`src/rtl/baud_tick_generator.sv`:
```
// Fractional-N UART oversampling tick generator.
// Emits a sample tick per divisor period and a bit tick every OVERSAMPLE samples.
module baud_tick_generator #(
  parameter int INT_W        = 11,
  parameter int FRAC_W       = 4,
  parameter int OVERSAMPLE   = 16,
  parameter int DEFAULT_INT  = 325,
  parameter int DEFAULT_FRAC = 0,
  localparam int IDX_W       = $clog2(OVERSAMPLE)
) (
  input  logic              clock,
  input  logic              reset,
  input  logic              enable,
  input  logic              clear,
  input  logic              load,
  input  logic [INT_W-1:0]  dvsr_int,
  input  logic [FRAC_W-1:0] dvsr_frac,
  output logic              sample_tick,
  output logic              bit_tick,
  output logic [IDX_W-1:0]  sample_idx,
  output logic              pending
);

  // One extra bit so a fractional stretch of the largest divisor still fits.
  localparam int CNT_W = INT_W + 1;

  localparam logic [INT_W-1:0]  RST_INT  = INT_W'(DEFAULT_INT);
  localparam logic [FRAC_W-1:0] RST_FRAC = FRAC_W'(DEFAULT_FRAC);
  localparam logic [IDX_W-1:0]  IDX_LAST = IDX_W'(OVERSAMPLE - 1);

  logic [INT_W-1:0]  sh_int;
  logic [FRAC_W-1:0] sh_frac;
  logic [INT_W-1:0]  act_int;
  logic [FRAC_W-1:0] act_frac;
  logic [CNT_W-1:0]  count;
  logic [FRAC_W-1:0] frac_acc;
  logic              extend;
  logic [IDX_W-1:0]  idx;

  logic [CNT_W-1:0]  terminal;
  logic              at_term;
  logic              step;
  logic [FRAC_W:0]   acc_sum;
  logic              idx_last;

  // Period end: base divisor, stretched by one cycle after a fractional carry.
  assign terminal = {1'b0, act_int} + CNT_W'(extend);
  assign at_term  = (count == terminal);
  assign step     = enable & at_term;
  assign acc_sum  = {1'b0, frac_acc} + {1'b0, act_frac};
  assign idx_last = (idx == IDX_LAST);

  assign sample_idx = idx;

  // Shadow divisor: captured on every load strobe, gated or not.
  always_ff @(posedge clock or negedge reset) begin
    if (!reset) begin
      sh_int  <= RST_INT;
      sh_frac <= RST_FRAC;
    end else if (load) begin
      sh_int  <= dvsr_int;
      sh_frac <= dvsr_frac;
    end
  end

  // Pending flag: set by load, dropped when the shadow goes live.
  always_ff @(posedge clock or negedge reset) begin
    if (!reset) begin
      pending <= 1'b0;
    end else if (clear) begin
      pending <= 1'b0;
    end else if (load) begin
      pending <= 1'b1;
    end else if (step) begin
      pending <= 1'b0;
    end
  end

  // Active divisor: swapped at a period boundary, or at once on clear.
  always_ff @(posedge clock or negedge reset) begin
    if (!reset) begin
      act_int  <= RST_INT;
      act_frac <= RST_FRAC;
    end else if (clear) begin
      act_int  <= load ? dvsr_int : sh_int;
      act_frac <= load ? dvsr_frac : sh_frac;
    end else if (step && pending) begin
      act_int  <= sh_int;
      act_frac <= sh_frac;
    end
  end

  // Period counter: runs 0..terminal while enabled.
  always_ff @(posedge clock or negedge reset) begin
    if (!reset) begin
      count <= '0;
    end else if (clear) begin
      count <= '0;
    end else if (enable) begin
      if (at_term) begin
        count <= '0;
      end else begin
        count <= count + CNT_W'(1);
      end
    end
  end

  // Fractional accumulator: its carry stretches the next period.
  always_ff @(posedge clock or negedge reset) begin
    if (!reset) begin
      frac_acc <= '0;
      extend   <= 1'b0;
    end else if (clear) begin
      frac_acc <= '0;
      extend   <= 1'b0;
    end else if (step) begin
      {extend, frac_acc} <= acc_sum;
    end
  end

  // Oversample index: wraps naturally since OVERSAMPLE is a power of two.
  always_ff @(posedge clock or negedge reset) begin
    if (!reset) begin
      idx <= '0;
    end else if (clear) begin
      idx <= '0;
    end else if (step) begin
      idx <= idx + IDX_W'(1);
    end
  end

  // Registered tick outputs, forced low while gated or restarting.
  always_ff @(posedge clock or negedge reset) begin
    if (!reset) begin
      sample_tick <= 1'b0;
      bit_tick    <= 1'b0;
    end else if (clear || !enable) begin
      sample_tick <= 1'b0;
      bit_tick    <= 1'b0;
    end else begin
      sample_tick <= at_term;
      bit_tick    <= at_term & idx_last;
    end
  end

endmodule

```
`config.mk`:
```
export PLATFORM = sky130hd
export DESIGN_NAME = baud_tick_generator
export DESIGN_NICKNAME = d
export VERILOG_FILES = /design/src/rtl/baud_tick_generator.sv
export SDC_FILE = /design/constraint.sdc
export NUM_CORES = 1
export LEC_CHECK = 0
export BUFFER_PORTS_ARGS = -buffer_cell sky130_fd_sc_hd__buf_2
export CORE_MARGIN = 4
export CORE_UTILIZATION = 35
export CTS_CLUSTER_DIAMETER = 50
export DETAILED_ROUTE_END_ITERATION = 12
export SYNTH_ARGS = -nofsm -noshare
export SYNTH_HDL_FRONTEND = slang
export SYNTH_SLANG_ARGS = --single-unit
```
`constraint.sdc`:
```
create_clock -name clock -period 2.64 [get_ports clock]
set_clock_uncertainty 0.1 [all_clocks]
set_input_delay 0 -clock clock [delete_from_list [all_inputs] [get_ports clock]]
set_output_delay 0 -clock clock [all_outputs]
set_load 0.05 [all_outputs]
```
Word-level counts from Yosys, hierarchy flattened
Index checks and enable logic that the tools add are counted.

Add/sub/neg operators: 4. Equal/unequal tests: 2. Muxes and demuxes: 20. Bitwise logic cells: 2. Reduce and logical (&&, ||, !) cells: 7.

Operator list (count): 2-to-1 mux 12 bit (3); 2-to-1 mux 11 bit (3); 2-to-1 mux 4 bit (7); adder 11 x 1 -> 12 bit (1); adder 12 x 1 -> 12 bit, second input constant (1); equality test 12 bit (1); 2-to-1 mux 1 bit (7); nonzero test 2 bit (3); adder 4 x 4 -> 5 bit (1); adder 4 x 1 -> 4 bit, second input constant (1); equality test 4 bit, second input constant (1); nonzero test 3 bit (1); bitwise AND 1 bit (2); logical AND 1 bit (1); zero test 1 bit (1); logical OR 1 bit (1).

Flip-flop bits (word level): 54. Input bits: 20. Output and inout port bits: 7. Logic and storage cells: 46.

Depth between registers and ports, before layout
Gate-level depths: netlist of run 1.

Depth in word-level cells: 6. Depth in mapped cells: 12. Gate-level depth less buffers: 9.

Worst setup path after synthesis of run 1
No wires, ideal clock.

Kind: reg-to-reg. From: reg act_int[0]. To: reg count[9]. Data arrival time: 2.549 ns. Data required time: 2.458 ns. Setup slack: -0.091 ns. Cell stages (with the launch flop): 11. Buffers on the path: 1. Clock period less this slack: 2.731 ns. Cells stage by stage: dfstp_2 ha_1 ha_1 buf_2 a21oi_1 o21ai_1 a21oi_1 or4_4 nand3_2 or4b_1 a31oi_1.

Longest elaborated chain between the ends: 5.

RTL lines: from (decl) (RTL line 33) `logic [INT_W-1:0] act_int;`; from (signal assigned) (RTL line 85) `act_int <= load ? dvsr_int : sh_int;`; from (signal assigned) (RTL line 88) `act_int <= sh_int;`; adder 11 x 1 -> 12 bit (RTL line 47) `assign terminal = {1'b0, act_int} + CNT_W'(extend);`; equality test 12 bit (RTL line 48) `assign at_term = (count == terminal);`; 2-to-1 mux 12 bit (RTL line 100) `if (at_term) begin`; 2-to-1 mux 12 bit (RTL line 99) `end else if (enable) begin`; 2-to-1 mux 12 bit (RTL line 97) `end else if (clear) begin`; to (signal assigned) (RTL line 103) `count <= count + CNT_W'(1);`; to (decl) (RTL line 35) `logic [CNT_W-1:0] count;`.

No other way between the ends. The select of a mux whose other input is x is not followed. A chain may end at the register's enable or synchronous reset.

Worst setup path after layout of run 1
From: reg act_int[0]. To: reg idx[3] (netlist: sample_idx[3]).

Longest elaborated chain between the ends: 4.

RTL lines: adder 11 x 1 -> 12 bit (RTL line 47); equality test 12 bit (RTL line 48); bitwise AND 1 bit (RTL line 49) `assign step = enable & at_term;`; nonzero test 2 bit (no line); to (signal assigned) (RTL line 128) `idx <= idx + IDX_W'(1);`; to (decl) (RTL line 38) `logic [IDX_W-1:0] idx;`.

No other way between the ends.

==> impl_metrics.py, run 1 <==
metrics = {
    "floorplan": {
        "core_sq_um": 8382,
        "start_util_pct": 36.69,
        "die_x_um": 101.7,
        "die_h_um": 101.7,
        "rows": 33,
        "io_pins": 27,
        "dieArea_sq_um": 10350,
    },
    "worst_setup_path": {
        "critPathKind": "register to register",
        "crit_arrival_ps": 2790,
        "r2r_cells": 10,
        "reg2reg_from": "act_int[0]$_DFFE_PN1P_",
        "startpoint_type": "register",
        "worst_setup_path_end_kind": "register",
        "path_max_fanout": 7,
        "rr_endpoint": "sample_idx[3]$_DFFE_PN0P_",
        "rrSetupSlack_ps": -20,
        "cp.required_ps": 2770,
    },
    "synth": {
        "synth_nets": 331,
        "synth.area.top_cells": "dfrtp_1, dfstp_2, mux2_2",
        "avgSynthCellArea_sq_um": 10.18,
        "synthFlopType": "dfrtp_1",
        "syn_area_sq_um": 3075,
        "synth_seq_cells": 54,
        "yosysMostFrequentCell": "dfrtp_1",
        "synth.distinct_cells": 47,
        "synth_commonest_cells": "dfrtp_1, nand2_1, nand3_1",
        "async_reset_ff_share_pct": 100.0,
        "synth_top_cell_by_area": "dfrtp_1",
        "synth_top_area_share_pct": 37.43,
        "synth_edf_count": 0,
        "ys_seq_area_share_pct": 44.26,
        "synth_warnings": 0,
        "synth_cells": 302,
    },
    "cells_and_area": {
        "fillCellCount": 795,
        "fin_nets": 392,
        "drive_above_1_share_pct": 28.02,
        "syn2layout_area_growth_pct": 25.22,
        "diodes": 0,
        "fin_util_pct": 45.95,
    },
    "placement": {
        "io_buffers": 26,
        "dp_hpwl_um": 4717,
        "gp_congestion": 0.8846,
    },
    "routing": {
        "drt-pass1-iter-count": 4,
        "post-route-drc-count": 0,
        "vias": 2497,
        "totalWireLength_um": 6939,
        "first_iter_violations": 114,
        "postRouteAntennaNets": 0,
        "wl_per_cell_um": 14.80,
        "via_per_inst": 5.324,
    },
    "timing": {
        "tns_ps": -16.18,
        "max_freq_mhz": 376.5,
        "setup-violations-final": 2,
        "tightestPinTransition_ps": 523.7,
        "period_needed_ps": 2656,
        "drv_slew": 0,
        "finalCritPeriodShare_pct": 100.6,
        "timing.final.ws_setup_ps": -15.76,
        "hold_violations": 0,
        "slew_headroom_pct": 65.09,
        "rsz0062_at_grt": "yes",
    },
    "pwr": {
        "total_power_mw": 1.780,
        "powerDensity_nw_per_um2": 462.3,
        "ir_drop_mv": 0.2651,
        "power.leakage_nw": 1.715,
    },
    "hold_path": {
        "hold_path_class": "primary input to asynchronous set/reset pin",
    },
    "global_route": {
        "antenna_found_initial": 0,
        "track_usage_pct": 14.53,
        "grt_pass1_wl_um": 12150,
        "grt_remaining_overflow": 0,
        "grt_pass1_vias": 2541,
        "grt_max_degree": 42,
    },
    "cts": {
        "clk_pin_slew_ps": 100,
        "clk_path_buf_depth": 2,
        "htreeDepth": 2,
        "cts_root_buf": "clkbuf_8",
        "clock_latency_ps": 300,
        "cts_tree": "done",
        "cts_buffers": 5,
        "clock_sinks": 54,
    },
    "outcome": {
        "violations": "setup timing",
        "status": "finished, violations left",
    },
    "flow_run": {
        "cap_viol_max_count": 0,
    },
}
==> layout by cell type (no fill, tap or decap), types with 3 or more instances in the layout <==
master / Yosys / final
inv_1: 3 / 3
nor2_1: 12 / 12
xnor2_1: 8 / 8
o21ai_0: 4 / 4
and2_1: 5 / 4
nand4_1: 12 / 12
dfstp_2: 8 / 8
nand4b_1: 3 / 3
mux2i_1: 5 / 5
ha_1: 8 / 6
a21oi_1: 11 / 10
mux2_2: 15 / 15
nand2_1: 25 / 25
and3_1: 5 / 4
nor3_1: 8 / 7
nand3b_1: 16 / 16
a21o_1: 3 / 3
clkbuf_8: 0 / 5
dfrtp_1: 46 / 46
xor2_1: 14 / 13
or3b_1: 15 / 15
nand3_1: 22 / 22
o21ai_1: 4 / 4
a31oi_1: 3 / 3
or3_1: 4 / 4
buf_4: 3 / 27
and4_1: 3 / 3
dlygate4sd3_1: 0 / 18
buf_2: 5 / 26
==> cells by family after synthesis <==
kind of cell / count (synthesis) / share of synthesized area [%]
xor+xnor: 22 / 6.265
buf+inv: 23 / 3.376
mux: 21 / 7.608
flops: 54 / 44.26
fa+ha+maj: 9 / 3.906
simple gates: 139 / 27.34
compound gates: 34 / 7.242
==> timing repair <==
action | 4_1_cts | 5_1_grt
endpoints found under the hold margin | 71 | 0
setup buffers | 0 | 2
setup endpoints to repair | 33 | 33
resized for setup | 6 | 7
pin swaps | 1 | 5
hold buffers | 18 | 0
==> worst max path at each step <==
| stage | from | slack, ps | end |
|---|---|---|---|
| floorplan | act_int[0]$_DFFE_PN1P_ | 2 | act_int[7]$_DFFE_PN0P_ |
| global placement | act_int[0]$_DFFE_PN1P_ | -130 | bit_tick$_DFF_PN0_ |
| detailed placement | act_int[0]$_DFFE_PN1P_ | -170 | count[9]$_DFFE_PN0P_ |
| CTS | extend$_DFFE_PN0P_ | -20 | sample_idx[3]$_DFFE_PN0P_ |
| global route | act_int[0]$_DFFE_PN1P_ | -170 | sample_idx[3]$_DFFE_PN0P_ |
| finish | act_int[0]$_DFFE_PN1P_ | -20 | sample_idx[3]$_DFFE_PN0P_ |
==> stage by stage <==
stage / setup WS (ps) / instance area, sq um / hold slack (ps) / std cells
after floorplan: 2.028 / 3099 / -395.6 / 302
after global placement: -133.8 / 3480 / -190.5 / 441
after detailed placement: -166.7 / 3480 / -187.6 / 441
after CTS: -20.06 / 3802 / 0.7476 / 467
after global routing: -172.9 / 3851 / 33.75 / 469
final: -15.76 / 3851 / 1.893 / 469
==> critical path, stage by stage, from the launching register on <==
cell	delay, ps
dfstp_2	570
ha_4	160
ha_4	200
xor2_1	160
a211oi_2	200
o221ai_2	150
a211oi_4	220
nand4_1	160
buf_6	170
or3_1	340
a21oi_1	150
==> sequential cells by signal, summed over array words and instances (netlist names) <==
name and cells:
count 12, act_int 11, sh_int 11, act_frac 4, frac_acc 4, sample_idx 4
sh_frac 4, bit_tick 1, extend 1, pending 1, sample_tick 1
==> power by group <==
part / internal [mW] / switching, mW
Combinational: 0.137 / 0.142
Sequential: 0.892 / 0.0571
Clock: 0.283 / 0.268
==> cell type report <==
class                   count  area, sq um  area share [%]
flip-flops and latches     54         1361           35.35
well taps                 105        131.4           3.411
clock buffers               6        72.57           1.884
clock inverters             2        37.54          0.9747
multi-input cells         225         1689           43.86
repair buffers             73        544.3           14.13
inverters                   4        15.01          0.3899
==> per-layer routing <==
| metal | routed length, um | track usage (%) | up-vias | share of wire [%] |
|---|---|---|---|---|
| met2 | 3373 | 23.99 | 36 | 49 |
| met4 | 36 | 3.476 | 0 | 0.52 |
| met5 | 0 | 0 | - | 0 |
| li1 | - | - | 1222 | - |
| met1 | 3328 | 19.85 | 1235 | 48 |
| met3 | 201 | 2.617 | 4 | 2.9 |
Note: power is estimated with default switching activity, not from simulation.
==> run 2: changes to the inputs <==
Clock period 2.64 ns to 2.3 ns, I/O delays scaled along.
==> run 2 against run 1 <==
Net effect:
- the flow still finishes with violations (setup timing)
- clock power about the same
- sequential share of layout area fell by 0.59 points
- final area up 1.7%
- core utilization grew 0.78 points
- sequential power grew 14%
- combinational power is 23% higher
- via count shrank 0.80%
- global-route usage decreased by 0.34 points
- non-clock buffer count rose by 4
- worst hold slack improved by 33 ps
- final cell count rose by 0.85%
- critical path type unchanged
==> impl_metrics.py, run 2 (synthesis gave the netlist of run 1 again) <==
metrics = {
    "cells_and_area": {
        "diodes": 0,
        "drive_above_1_share_pct": 31.25,
        "multi_input_area_sq_um": 1735,
        "layout.cells.non_filler": 473,
        "final_cell_mix": "dfrtp_1, buf_4, buf_2",
        "largest_reg_flops": 12,
        "top_regs": "count: 12 flops, act_int: 11 flops, sh_int: 11 flops",
        "top_register": "count",
        "fin_nets": 396,
        "fillCellCount": 795,
        "syn2layout_area_growth_pct": 27.34,
        "final_common_cell": "dfrtp_1",
        "regArea_sq_um": 1361,
    },
    "pwr": {
        "swShare_pct": 28.29,
        "total_power_mw": 1.976,
        "power.leakage_nw": 1.734,
        "p_clk_share_pct": 27.8,
        "pwr-share-seq_pct": 54.9,
        "ir_drop_mv": 0.3587,
        "intPower_mw": 1.417,
        "combPwrFrac_pct": 17.3,
        "p_switching_uw": 559.0,
        "powerDensity_nw_per_um2": 504.5,
    },
    "cts": {
        "clock_sinks": 54,
        "clock_latency_ps": 310,
        "htreeDepth": 2,
        "clk_pin_slew_ps": 110,
        "cts_root_buf": "clkbuf_8",
        "cts_tree": "done",
        "clk_path_buf_depth": 2,
        "cts_buffers": 5,
    },
    "worst_setup_path": {
        "r2r_cells": 8,
        "rr_endpoint": "count[9]$_DFFE_PN0P_",
        "crit_arrival_ps": 2750,
        "startpoint_type": "register",
        "path_cells": "ha_4 > ha_4 > xnor2_1 > nor4b_1 > or4_4 > nand3_4 > or4b_1 > a31oi_1",
        "reg2reg_from": "act_int[0]$_DFFE_PN1P_",
        "path_max_fanout": 9,
        "worst_setup_path_end_kind": "register",
        "critical_path.startpoint": "act_int[0]$_DFFE_PN1P_",
        "cp_common_cell": "ha_4",
        "rrSetupSlack_ps": -320,
        "cp.required_ps": 2430,
        "worstSetupEndpoint": "count[9]$_DFFE_PN0P_",
        "cp_slowest_cell": "or4_4",
        "critPathKind": "register to register",
        "cpPeakStageDelay_ps": 590,
    },
    "routing": {
        "highest_layer": "met4",
        "wl_met1_um": 3156,
        "first_iter_violations": 84,
        "route.met3.wl_um": 245,
        "postRouteAntennaNets": 0,
        "post-route-drc-count": 0,
        "vias": 2477,
        "totalWireLength_um": 6816,
        "via_per_inst": 5.237,
        "drt-pass1-iter-count": 4,
        "wl_met2_um": 3294,
        "wl_per_cell_um": 14.41,
    },
    "timing": {
        "timing.final.ws_setup_ps": -319.0,
        "slew_headroom_pct": 33.09,
        "rsz0062_at_grt": "yes",
        "setup-violations-final": 39,
        "hold_ws_ps": 35.34,
        "period_needed_ps": 2619,
        "max_freq_mhz": 381.8,
        "tightestPinTransition_ps": 1004,
        "tns_ps": -9305,
        "hold_violations": 0,
        "drv_slew": 0,
        "finalCritPeriodShare_pct": 113.9,
    },
    "global_route": {
        "grt_remaining_overflow": 0,
        "grt_pass1_vias": 2427,
        "track_usage_pct": 14.20,
        "grt_pass1_wl_um": 11790,
        "antenna_found_initial": 0,
        "grt_max_degree": 62,
    },
    "outcome": {
        "status": "finished, violations left",
        "violations": "setup timing",
    },
    "floorplan": {
        "die_h_um": 101.7,
        "die_x_um": 101.7,
        "core_sq_um": 8382,
        "start_util_pct": 36.69,
        "rows": 33,
        "dieArea_sq_um": 10350,
        "io_pins": 27,
    },
    "placement": {
        "dp_hpwl_um": 4655,
        "gp_congestion": 0.8207,
        "dp_cells": 444,
        "io_buffers": 26,
    },
    "flow_run": {
        "cap_viol_max_count": 0,
    },
    "hold_path": {
        "hold_path_class": "primary input to register",
    },
}
run 2: area by class of cell:
class / count / share of cell area (%)
Clock buffer: 6 / 1.853
Inverter: 4 / 0.3834
Multi-Input combinational cell: 225 / 44.31
Tap cell: 105 / 3.355
Sequential cell: 54 / 34.76
Clock inverter: 2 / 0.4153
Timing Repair Buffer: 77 / 14.92
run 2: power by group through the flow:
stage / Clock (mW) / Sequential (mW) / Combinational, mW
final: 0.549 / 1.08 / 0.343
after global routing: 0.616 / 1.09 / 0.382
after CTS: 0.572 / 1.08 / 0.343
after detailed placement: 0 / 1.10 / 0.313
after global placement: 0 / 1.10 / 0.308
after floorplan: 0 / 1.09 / 0.204
run 2: how the worst min path moves through the flow:
stage,startpoint,end,slack (ps),depth (start not counted)
3_3_place_gp,reset,sample_idx[1]$_DFFE_PN0P_,70,2
5_1_grt,load,pending$_DFFE_PN0P_,40,3
3_5_place_dp,reset,sample_idx[3]$_DFFE_PN0P_,80,2
2_1_floorplan,reset,act_frac[0]$_DFFE_PN0P_,-400,0
4_1_cts,load,pending$_DFFE_PN0P_,30,3
6_report,load,pending$_DFFE_PN0P_,40,3
run 2: critical path, delay by kind of cell (launching register included):
family | cells | cell delay [ps]
adders and majority gates | 2 | 340
DFF | 1 | 560
and+or+nand+nor | 4 | 1220
xor gates and xnor gates | 1 | 130
AOI/OAI and AO/OA | 1 | 190
run 2: through the flow:
| step | setup slack, ps | util (%) | instance area, sq um |
|---|---|---|---|
| floorplan | -336.6 | - | 3151 |
| global placement | -385.6 | 42.39 | 3553 |
| detailed placement | -463.0 | 42.39 | 3553 |
| CTS | -325.9 | 46.47 | 3895 |
| global route | -467.5 | 46.72 | 3916 |
| finish | -319.0 | 46.72 | 3916 |
run 2: repair_timing:
action | in CTS | in global routing
buffers inserted | 4 | 0
hold buffers | 17 | 0
gates resized for setup | 13 | 4
hold endpoints to repair | 79 | 0
setup endpoints to repair | 39 | 39
pin swaps | 5 | 0
run 2: routing by layer:
| layer | GRT usage [%] | vias up |
|---|---|---|
| met4 | 5.010 | 0 |
| met3 | 2.273 | 9 |
| li1 | - | 1223 |
| met1 | 19.71 | 1197 |
| met2 | 22.48 | 48 |
| met5 | 0 | - |
